**src/rtl/keypad_emulator.sv**
```systemverilog
// 4x4 matrix keypad responder: pulls the matching active-low column while a
// commanded key is held, with press, bounce and release timing.
module keypad_emulator #(
  parameter int PRESS_CYCLES   = 1500000,
  parameter int RELEASE_CYCLES = 1000000,
  parameter int BOUNCE_CYCLES  = 50000,
  parameter int BOUNCE_TOGGLE  = 5000
) (
  input  logic       clk,
  input  logic       rst,
  input  logic [3:0] row,
  output logic [3:0] column,
  input  logic [3:0] key_code,
  input  logic       key_valid,
  output logic       key_ready,
  output logic       press_done
);

  localparam int MAX_PR   = (PRESS_CYCLES > RELEASE_CYCLES) ? PRESS_CYCLES : RELEASE_CYCLES;
  localparam int MAX_BT   = (BOUNCE_CYCLES > BOUNCE_TOGGLE) ? BOUNCE_CYCLES : BOUNCE_TOGGLE;
  localparam int MAX_P    = (MAX_PR > MAX_BT) ? MAX_PR : MAX_BT;
  localparam int CW       = $clog2(MAX_P) + 1;

  localparam logic [CW-1:0] PRESS_LAST   = CW'(PRESS_CYCLES - 1);
  localparam logic [CW-1:0] RELEASE_LAST = CW'(RELEASE_CYCLES - 1);
  localparam logic [CW-1:0] BOUNCE_LAST  = CW'((BOUNCE_CYCLES > 0) ? BOUNCE_CYCLES - 1 : 0);
  localparam logic [CW-1:0] TOGGLE_LAST  = CW'(BOUNCE_TOGGLE - 1);

  typedef enum logic [2:0] {IDLE, BOUNCE_IN, PRESSED, BOUNCE_OUT, GAP} state_t;

  state_t        state;
  logic [CW-1:0] cnt;
  logic [CW-1:0] tcnt;
  logic          phase;
  logic [3:0]    key_lat;
  logic [3:0]    key_row;
  logic [3:0]    key_col;
  logic          contact;
  logic          row_hit;
  logic          in_bounce;

  always_comb begin
    key_row = 4'b1111;
    key_col = 4'b1111;
    case (key_lat)
      4'h1, 4'h4, 4'h7, 4'hE: key_row = 4'b0111;
      4'h2, 4'h5, 4'h8, 4'h0: key_row = 4'b1011;
      4'h3, 4'h6, 4'h9, 4'hF: key_row = 4'b1101;
      default:                key_row = 4'b1110;
    endcase
    case (key_lat)
      4'h1, 4'h2, 4'h3, 4'hA: key_col = 4'b0111;
      4'h4, 4'h5, 4'h6, 4'hB: key_col = 4'b1011;
      4'h7, 4'h8, 4'h9, 4'hC: key_col = 4'b1101;
      default:                key_col = 4'b1110;
    endcase
  end

  assign in_bounce = (state == BOUNCE_IN) || (state == BOUNCE_OUT);
  assign contact   = (state == PRESSED) || (in_bounce && phase);
  // Only the latched key's row bit matters; other rows are don't-care.
  assign row_hit   = |(~row & ~key_row);
  assign key_ready = (state == IDLE) && !rst;

  always_ff @(posedge clk) begin
    if (rst) begin
      state      <= IDLE;
      cnt        <= '0;
      tcnt       <= '0;
      phase      <= 1'b0;
      key_lat    <= '0;
      column     <= '1;
      press_done <= 1'b0;
    end else begin
      press_done <= 1'b0;
      column     <= (contact && row_hit) ? key_col : 4'b1111;

      if (in_bounce) begin
        if (tcnt == TOGGLE_LAST) begin
          phase <= ~phase;
          tcnt  <= '0;
        end else begin
          tcnt <= tcnt + CW'(1);
        end
      end

      case (state)
        IDLE: begin
          if (key_valid) begin
            key_lat <= key_code;
            cnt     <= '0;
            tcnt    <= '0;
            phase   <= 1'b1;
            state   <= (BOUNCE_CYCLES == 0) ? PRESSED : BOUNCE_IN;
          end
        end
        BOUNCE_IN: begin
          if (cnt == BOUNCE_LAST) begin
            cnt   <= '0;
            state <= PRESSED;
          end else begin
            cnt <= cnt + CW'(1);
          end
        end
        PRESSED: begin
          if (cnt == PRESS_LAST) begin
            cnt   <= '0;
            tcnt  <= '0;
            phase <= 1'b1;
            state <= (BOUNCE_CYCLES == 0) ? GAP : BOUNCE_OUT;
          end else begin
            cnt <= cnt + CW'(1);
          end
        end
        BOUNCE_OUT: begin
          if (cnt == BOUNCE_LAST) begin
            cnt   <= '0;
            state <= GAP;
          end else begin
            cnt <= cnt + CW'(1);
          end
        end
        GAP: begin
          if (cnt == RELEASE_LAST) begin
            cnt        <= '0;
            state      <= IDLE;
            press_done <= 1'b1;
          end else begin
            cnt <= cnt + CW'(1);
          end
        end
        default: state <= IDLE;
      endcase
    end
  end

endmodule

```
**config.mk**
```make
export PLATFORM = sky130hd
export DESIGN_NAME = keypad_emulator
export DESIGN_NICKNAME = d
export VERILOG_FILES = /design/src/rtl/keypad_emulator.sv
export SDC_FILE = /design/constraint.sdc
export NUM_CORES = 1
export LEC_CHECK = 0
export ABC_AREA = 1
export BUFFER_PORTS_ARGS = -buffer_cell sky130_fd_sc_hd__buf_2
export CAP_MARGIN = 25
export CORE_ASPECT_RATIO = 0.7
export CORE_MARGIN = 5
export CORE_UTILIZATION = 40
export DETAILED_ROUTE_END_ITERATION = 8
export MAX_ROUTING_LAYER = met4
export PLACE_DENSITY_LB_ADDON = 0.25
export RECOVER_POWER = 50
export SLEW_MARGIN = 0
export SYNTH_ARGS = -nofsm -noshare
export SYNTH_HDL_FRONTEND = slang
export SYNTH_SLANG_ARGS = --single-unit
```
**constraint.sdc**
```tcl
create_clock -name clk -period 1.64 [get_ports clk]
set_input_delay 0.41 -clock clk [delete_from_list [all_inputs] [get_ports clk]]
set_output_delay 0.41 -clock clk [all_outputs]
set_load 0.1 [all_outputs]
```
==> results.ini, run 1 <==
[setup_path]
startpoint_type=flip-flop
cp_max_fo=9
cp.arrival_ns=1.87
slowest_delay_ns=0.38
cp_slowest_cell=dfxtp_4
endpoint_kind=flip-flop
critPathLaunch=state[2]
worst-path-buf-inv=4
r2r-start=state[2]
crit_chain=inv_4, buf_6, nand2_8, nor2_4, inv_2, nor3_2, nand2_2, nand3_4, clkbuf_16, nor2_1
required_ns=1.86
path_class=flip-flop to flip-flop
crit_family=simple AND/OR/NAND/NOR gates

[global_routing]
gr-total-overflow=0
grt_max_degree=23
grt_pass1_wl_mm=15.0
grt_usage=0.183
antenna_found_initial=0
grt_pass1_vias=3153

[sta]
slew_headroom=0.675
finalSetupViolCount=10
layout_setup_ws_ns=-0.00561
period_needed_ns=1.65
tightest_slew_ns=0.490
min_period_over_period=1.00
hold_slack_ns=0.388
hold_violations=0
fmax_mhz=608
rsz0062_at_grt=yes
skew_ns=0.00605
finalSetupTns_ns=-0.0376
maxSlewViolCount=0

[clock_network]
clkLatencyLatePin_ns=0.33
tritoncts=built
cts_made_buffers=9
htreeDepth=3
cts_root_buf=clkbuf_16
clockBufferDepth=2
clock-sinks=61
cts.clk_slew.worst_paths_ns=0.05

[yosys]
ys_warn_count=0
yosys.cell_types.count=39
ys.flop_type=dfxtp_1
synthCells=499
synthesis.area_mm2=0.00345
synth-seq-cells=61
syn_nets=516
synth_area_leader_cell=dfxtp_1
yosysSeqAreaShare=0.354
synth_area_leaders=dfxtp_1 (35%), nand2_1 (10%), nor2_1 (10%)
synth_edf_count=0
synth_area_per_cell_um2=6.91
synthArstFlopShare=0
yosysTopAreaCellShare=0.354

[final_layout]
fin_nets=589
design_area_mm2=0.00476
diodes=0
drive_gt1_frac=0.324
layoutNonFillerInstCount=697
finalCoreUtilization=0.564
area_delta_synth_final_pct=38.0

[detailed_routing]
detail_route.wirelength_mm=9.42
drtAntennaViolNets=0
drc_errors=0
via_per_inst=4.93
drt_iter0_markers=189
routedWlPerCell_um=13.5
drtPass1Iterations=5
num_vias=3437

[die]
start_util=0.409
rows=28
ios=17
die_w_um=121
die_h_um=87.7
fp.dieArea_mm2=0.0106
core_mm2=0.00844

[placed_design]
dp_hpwl_mm=6.44
portBuffers=16
placed_area_mm2=0.00397
dp_slack_ns=-0.0659
gp_congestion=0.929
post-place-cells=666

[worst_hold_path]
hold_class=primary input to flip-flop
hp-start=rst

[pwr]
ir_drop_mv=0.856
fin_total_pwr_mw=5.84
power_density_mw_per_mm2=1230
cellLeakagePower_nw=1.98

[status]
status=finished with violations
violations=setup timing

[run]
drv_cap=0

## final timing paths
check | cells past startpoint | slack, ns | end
min | 2 | 0.39 | key_lat[3]
max reg2reg | 10 | -0.006 | tcnt[12]
max | 10 | -0.006 | tcnt[12]
min reg2reg | 2 | 0.46 | tcnt[21]
## synthesized netlist by cell type, types with 2 or more instances
cell type and count:
nand2_1 95, nand2_2 6, nor4_1 4, xnor2_1 7, nor2_4 4, dfxtp_1 61, nor3b_2 2, xor2_1 19
nand3_1 37, ha_1 6, buf_2 2, nor2_1 93, nor3_1 14, a22oi_1 2, o211ai_1 2, nor3_2 4
inv_1 62, inv_2 7, nand2_4 5, nor2_2 4, o21ai_1 6, nand4_1 11, a21oi_1 20, nand3_2 2
clkinv_1 2, nor3_4 2, o21ai_0 8
## sequential cells by signal (all words and copies together), names as in the netlist
register    flops
state           3
press_done      1
tcnt           22
key_row         4
key_lat         4
phase           1
cnt            22
column          4
## power by group
group	internal (mW)	leakage (nW)	switching [mW]
combinational	0.890	1.32	1.24
sequential	1.63	0.502	0.110
clock	1.29	0.158	0.676
## cells by family after synthesis
logic type	share of synthesized area
AND/OR/NAND/NOR	0.404
adder cells (fa/ha/maj)	0.0218
XOR/XNOR	0.0660
AO/OA/AOI/OAI	0.0678
buffers and inverters	0.0867
flip-flops	0.354
## cell usage in the layout, fill, tap and decap left out, drive strengths merged
master,netlist,routed
a21oi,20,20
nor3b,3,3
nor4,4,4
clkinv,2,5
and2,1,1
dfxtp,61,61
nand3,40,40
nor3,20,20
clkbuf,0,14
ha,6,6
a22oi,2,2
nand4,12,12
xor2,19,19
a31o,1,1
bufinv,0,1
inv,69,69
or2,2,2
nand2,106,106
o211ai,2,2
o21ai,15,15
o221ai,1,1
nor2,101,101
buf,5,65
xnor2,7,7
## final cells by class
cell class | count | area (um2)
sequential | 61 | 1240
inverter | 71 | 272
timing repair buffer | 67 | 557
multi-input combinational | 362 | 2220
tap | 120 | 150
clock inverter | 4 | 45.0
fill | 773 | 3680
clock buffer | 12 | 267
## routing by layer
| layer | vias to the layer above | GRT usage | wire length, um |
|---|---|---|---|
| li1 | 1740 | - | - |
| met1 | 1588 | 0.253 | 4670 |
| met2 | 97 | 0.264 | 4100 |
| met3 | 12 | 0.0413 | 499 |
| met4 | 0 | 0.0597 | 146 |
| met5 | - | - | 0 |
## repair_timing
action	in CTS	in global routing
gates cloned	0	3
endpoints found under the setup margin	15	54
resized for setup	10	80
pin swaps	3	17
setup buffers	3	9
hold buffers	0	0
Power figures use the tool's default switching activity.
==> inputs of run 2 (changes only) <==
Settings changed: CTS_BUF_LIST set to sky130_fd_sc_hd__clkbuf_4.
==> run 2 against run 1 <==
Die area unchanged. Clock skew up 0.0084 ns. Routed wire length up 9.0%. First-iteration DRC count up 20%. The flow still finishes with violations (setup timing). Sequential power about the same.
==> results.ini, run 2 (synthesis gave the netlist of run 1 again) <==
[global_routing]
grt_max_degree=23  ; unchanged
grt_pass1_wl_mm=14.9  ; -0.92%
gr-total-overflow=0  ; unchanged
grt_usage=0.182  ; -0.000850
antenna_found_initial=0  ; unchanged
grt_pass1_vias=3138  ; -0.48%

[setup_path]
cp_slowest_cell=dfxtp_2
slowest_delay_ns=0.37  ; about the same
worst-path-buf-inv=2  ; -2
crit_family=simple AND/OR/NAND/NOR gates
cp.arrival_ns=2.04  ; +0.17 ns
path_class=flip-flop to flip-flop
required_ns=1.95  ; +0.09 ns
crit_chain=ha_4, nand3_4, nor2_1, nand3_1, nand2_2, nand3_4, o21ai_4, buf_6, buf_12, nor2_1
startpoint_type=flip-flop
endpoint_kind=flip-flop
cp_max_fo=5  ; -4

[worst_hold_path]
hold_class=primary input to flip-flop

[detailed_routing]
drc_errors=0  ; unchanged
drtAntennaViolNets=0  ; unchanged
detail_route.wirelength_mm=10.3  ; +9.0%
via_per_inst=4.94  ; +0.26%
drt_iter0_markers=227  ; +20%
num_vias=3619  ; +5.3%
routedWlPerCell_um=14.0  ; +3.8%
drtPass1Iterations=5  ; unchanged

[clock_network]
clockBufferDepth=2  ; unchanged
hold_buffers=0  ; unchanged
cts_root_buf=clkbuf_4
cts_made_buffers=9  ; unchanged
clkLatencyLatePin_ns=0.42  ; +0.09 ns
tritoncts=built
cts.clk_slew.worst_paths_ns=0.11  ; +0.06 ns
htreeDepth=3  ; unchanged
clock-sinks=61  ; unchanged

[final_layout]
nFillCells=700  ; -9.4%
multi_input_area_mm2=0.00245  ; +10%
fin_nets=624  ; +5.9%
area_delta_synth_final_pct=49.0
finalCoreUtilization=0.609  ; +0.0452
layout_commonest_cell=nand2_1
seqCellArea_mm2=0.00126  ; +1.0%
reg.largest.list=cnt (22), tcnt (22)
drive_gt1_frac=0.436  ; +0.112
layoutNonFillerInstCount=732  ; +5.0%
design_area_mm2=0.00514  ; +8.0%
final_cell_mix=nand2_1 (78), buf_4 (66), nor2_1 (63)
diodes=0  ; unchanged

[sta]
rsz0062_at_grt=yes
finalSetupViolCount=28  ; +18
tightest_slew_ns=0.570  ; +0.0798 ns
skew_ns=0.0144  ; +0.00840 ns
period_needed_ns=1.74  ; +0.0914 ns
fmax_mhz=576  ; -5.3%
maxSlewViolCount=0  ; unchanged
min_period_over_period=1.06  ; +0.0557
slew_headroom=0.617  ; -0.0589
layout_setup_ws_ns=-0.0970  ; -0.0914 ns
hold_violations=0  ; unchanged

[placed_design]
post-place-cells=666  ; unchanged
placed_area_mm2=0.00397  ; unchanged
dp_hpwl_mm=6.44  ; unchanged
gp_congestion=0.929  ; unchanged
portBuffers=16  ; unchanged

[die]
start_util=0.409  ; unchanged
die_w_um=121  ; unchanged
core_mm2=0.00844  ; unchanged
fp.dieArea_mm2=0.0106  ; unchanged
die_h_um=87.7  ; unchanged
rows=28  ; unchanged
ios=17  ; unchanged

[status]
violations=setup timing
status=finished with violations

[run]
drv_cap=0  ; unchanged

[pwr]
ir_drop_mv=1.04  ; +21%
power_density_mw_per_mm2=1090  ; -11%
cellLeakagePower_nw=2.11  ; +6.2%

run 2: changes by cell type in the layout (fill, tap and decap cells not counted), sizes merged:
cell / change
clkbuf: -2
buf: +34
clkinv: +3
run 2: where the power goes:
group	total (mW)	switching (mW)	internal, mW
clock	1.02	0.579	0.442
combinational	2.85	1.54	1.31
sequential	1.73	0.108	1.62
total	5.60	2.22	3.37
run 2: final timing paths:
kind,slack (ns),startpoint,end,depth (start not counted)
setup / recovery,-0.1,cnt[1],cnt[2],10
setup reg to reg,-0.1,cnt[1],cnt[2],10
hold / removal,0.42,key_code[0],key_lat[0],4
hold reg to reg,0.49,tcnt[21],tcnt[21],2
run 2: per-layer routing:
layer  global-route usage  share of wire  vias up
met1                0.256           0.49     1669
li1                     -              -     1807
met5                    -              0        -
met2                0.259           0.44      123
met3               0.0491          0.058       20
met4               0.0442          0.015        0
run 2: timing repair:
item                                    4_1_cts  5_1_grt
gates cloned                                  1        3
buffers inserted                              9       40
gates resized for setup                      24      145
endpoints found under the setup margin       17       56
pin swaps                                     5       53
run 2: stage by stage:
step	total power [mW]	hold WS [ns]	setup WS, ns	TNS [ns]
5_1_grt	5.91	0.390	-0.157	-3.79
6_report	5.60	0.416	-0.0970	-0.903
3_3_place_gp	3.36	0.446	0.0211	0
4_1_cts	4.71	0.260	-0.0922	-0.529
2_1_floorplan	2.82	0.438	0.0153	0
3_5_place_dp	3.39	0.458	-0.0659	-0.180
run 2: area by class of cell:
class | instances | share of cell area
Multi-Input combinational cell | 362 | 0.476
Clock buffer | 9 | 0.0131
Clock inverter | 7 | 0.0110
Inverter | 71 | 0.0538
Timing Repair Buffer | 102 | 0.172
Tap cell | 120 | 0.0292
Sequential cell | 61 | 0.245
run 2: worst min-delay path: cells and delay by family:
family,cells,cell delay (ns)
and+or+nand+nor,2,0.21
buffers and inverters,2,0.17
==> inputs of run 3 (changes only) <==
Settings changed: CELL_PAD_IN_SITES_DETAIL_PLACEMENT set to 0, CELL_PAD_IN_SITES_GLOBAL_PLACEMENT set to 1.
==> run 3 against run 2 <==
The run still ends with setup timing left. Count of clock-buffer cells in the layout unchanged. Sequential share of layout area up 2.6 points. Fmax up 0.63%. Critical endpoint is now cnt[5].
==> results.ini, run 3 (synthesis gave the netlist of run 1 again) <==
[setup_path]
r2r-start=cnt[0]
cp_max_fo=6  ; +1
crit_family=simple AND/OR/NAND/NOR gates
required_ns=1.96  ; about the same
path_class=flip-flop to flip-flop
worst-path-buf-inv=2  ; unchanged
ff2ff_setup_slack_ns=-0.09  ; about the same
slowest_delay_ns=0.36  ; about the same
cp_slowest_cell=dfxtp_2
cp.arrival_ns=2.05  ; about the same
critPathLaunch=cnt[0]
endpoint_kind=flip-flop
crit_chain=ha_4, nand2_2, inv_2, nand2_4, nor2_1, nand3_1, nand2_2, nand3_2, o21ai_4, buf_6, nor2_1
startpoint_type=flip-flop

[global_routing]
grt_pass1_wl_mm=14.4  ; -3.4%
gr-total-overflow=0  ; unchanged
antenna_found_initial=0  ; unchanged
grt_usage=0.179  ; -0.00352
grt_max_degree=23  ; unchanged
grt_pass1_vias=2966  ; -5.5%

[pwr]
fin_total_pwr_mw=5.19  ; -7.2%
cellLeakagePower_nw=1.91  ; -9.4%
ir_drop_mv=0.568  ; -45%
power_density_mw_per_mm2=1120  ; +2.8%

[placed_design]
dp_hpwl_mm=6.68  ; +3.7%
post-place-cells=660  ; -0.90%
dp_slack_ns=-0.0802  ; -0.0143 ns
gp_congestion=0.871  ; -6.2%
portBuffers=16  ; unchanged

[worst_hold_path]
hp-start=rst
hold_class=primary input to flip-flop

[clock_network]
cts_made_buffers=9  ; unchanged
cts_root_buf=clkbuf_4
clkLatencyLatePin_ns=0.43  ; about the same
tritoncts=built
cts.clk_slew.worst_paths_ns=0.10  ; about the same
htreeDepth=3  ; unchanged
clockBufferDepth=2  ; unchanged
clock-sinks=61  ; unchanged

[final_layout]
final_cell_mix=nand2_1 (86), nor2_1 (66), inv_1 (56)
multi_input_area_mm2=0.00223  ; -8.8%
fin_nets=591  ; -5.3%
diodes=0  ; unchanged
layout_commonest_cell=nand2_1
seqCellArea_mm2=0.00125  ; -0.20%
layoutNonFillerInstCount=699  ; -4.5%
drive_gt1_frac=0.349  ; -0.0874
nFillCells=804  ; +15%
reg.largest.list=cnt (22), tcnt (22)
area_delta_synth_final_pct=34.5

[detailed_routing]
drc_errors=0  ; unchanged
via_per_inst=4.88  ; -1.3%
drtPass1Iterations=5  ; unchanged
drt_iter0_markers=210  ; -7.5%
drtAntennaViolNets=0  ; unchanged
routedWlPerCell_um=13.4  ; -4.6%
detail_route.wirelength_mm=9.35  ; -8.9%
num_vias=3411  ; -5.7%

[die]
core_mm2=0.00844  ; unchanged
die_w_um=121  ; unchanged
start_util=0.409  ; unchanged
rows=28  ; unchanged
fp.dieArea_mm2=0.0106  ; unchanged
ios=17  ; unchanged
die_h_um=87.7  ; unchanged

[sta]
fmax_mhz=579  ; +0.63%
slew_headroom=0.677  ; +0.0606
hold_slack_ns=0.238  ; -0.177 ns
rsz0062_at_grt=yes
tightest_slew_ns=0.481  ; -0.0893 ns
min_period_over_period=1.05  ; -0.00668
skew_ns=0.0143  ; -0.000123 ns
hold_violations=0  ; unchanged
layout_setup_ws_ns=-0.0861  ; +0.0110 ns
period_needed_ns=1.73  ; -0.0110 ns
maxSlewViolCount=0  ; unchanged
finalSetupViolCount=37  ; +32%
finalSetupTns_ns=-1.64  ; -0.735 ns

[run]
drv_cap=0  ; unchanged

[status]
violations=setup timing
status=finished with violations

## run 3: report_power, final
part | internal (mW) | switching, mW | leakage (nW)
Clock | 0.596 | 0.572 | 0.0799
Combinational | 0.989 | 1.31 | 1.32
Sequential | 1.62 | 0.102 | 0.504
## run 3: layer usage
| layer | part of all wire | vias to the layer above | GRT usage |
|---|---|---|---|
| met3 | 0.063 | 15 | 0.0465 |
| met4 | 0.016 | 0 | 0.0556 |
| li1 | - | 1740 | - |
| met2 | 0.40 | 94 | 0.239 |
| met1 | 0.52 | 1562 | 0.259 |
| met5 | 0 | - | - |
## run 3: cell type report
class,count,area share
Multi-Input combinational cell,363,0.481
Sequential cell,61,0.270
Timing Repair Buffer,68,0.125
Inverter,71,0.0591
Tap cell,120,0.0324
Clock inverter,7,0.0173
Clock buffer,9,0.0146
## run 3: metrics by stage
step / instance area, um2 / util
after CTS: 4200 / 0.497
after detailed placement: 3930 / 0.465
after global routing: 4640 / 0.549
after global placement: 3930 / 0.465
after floorplan: 3460 / -
final: 4640 / 0.549
## run 3: timing repair
| action | in CTS | in global routing |
|---|---|---|
| gates cloned | 0 | 4 |
| resized for setup | 32 | 78 |
| buffers inserted | 3 | 17 |
| endpoints found under the setup margin | 23 | 53 |
| pin swaps | 9 | 22 |
| hold buffers | 0 | 0 |
## run 3: worst paths after layout
path / endpoint / cells after the start
worst max-delay path: cnt[5] / 11
worst min-delay path: cnt[17] / 2
worst max register to register: cnt[5] / 11
worst min register to register: tcnt[21] / 2
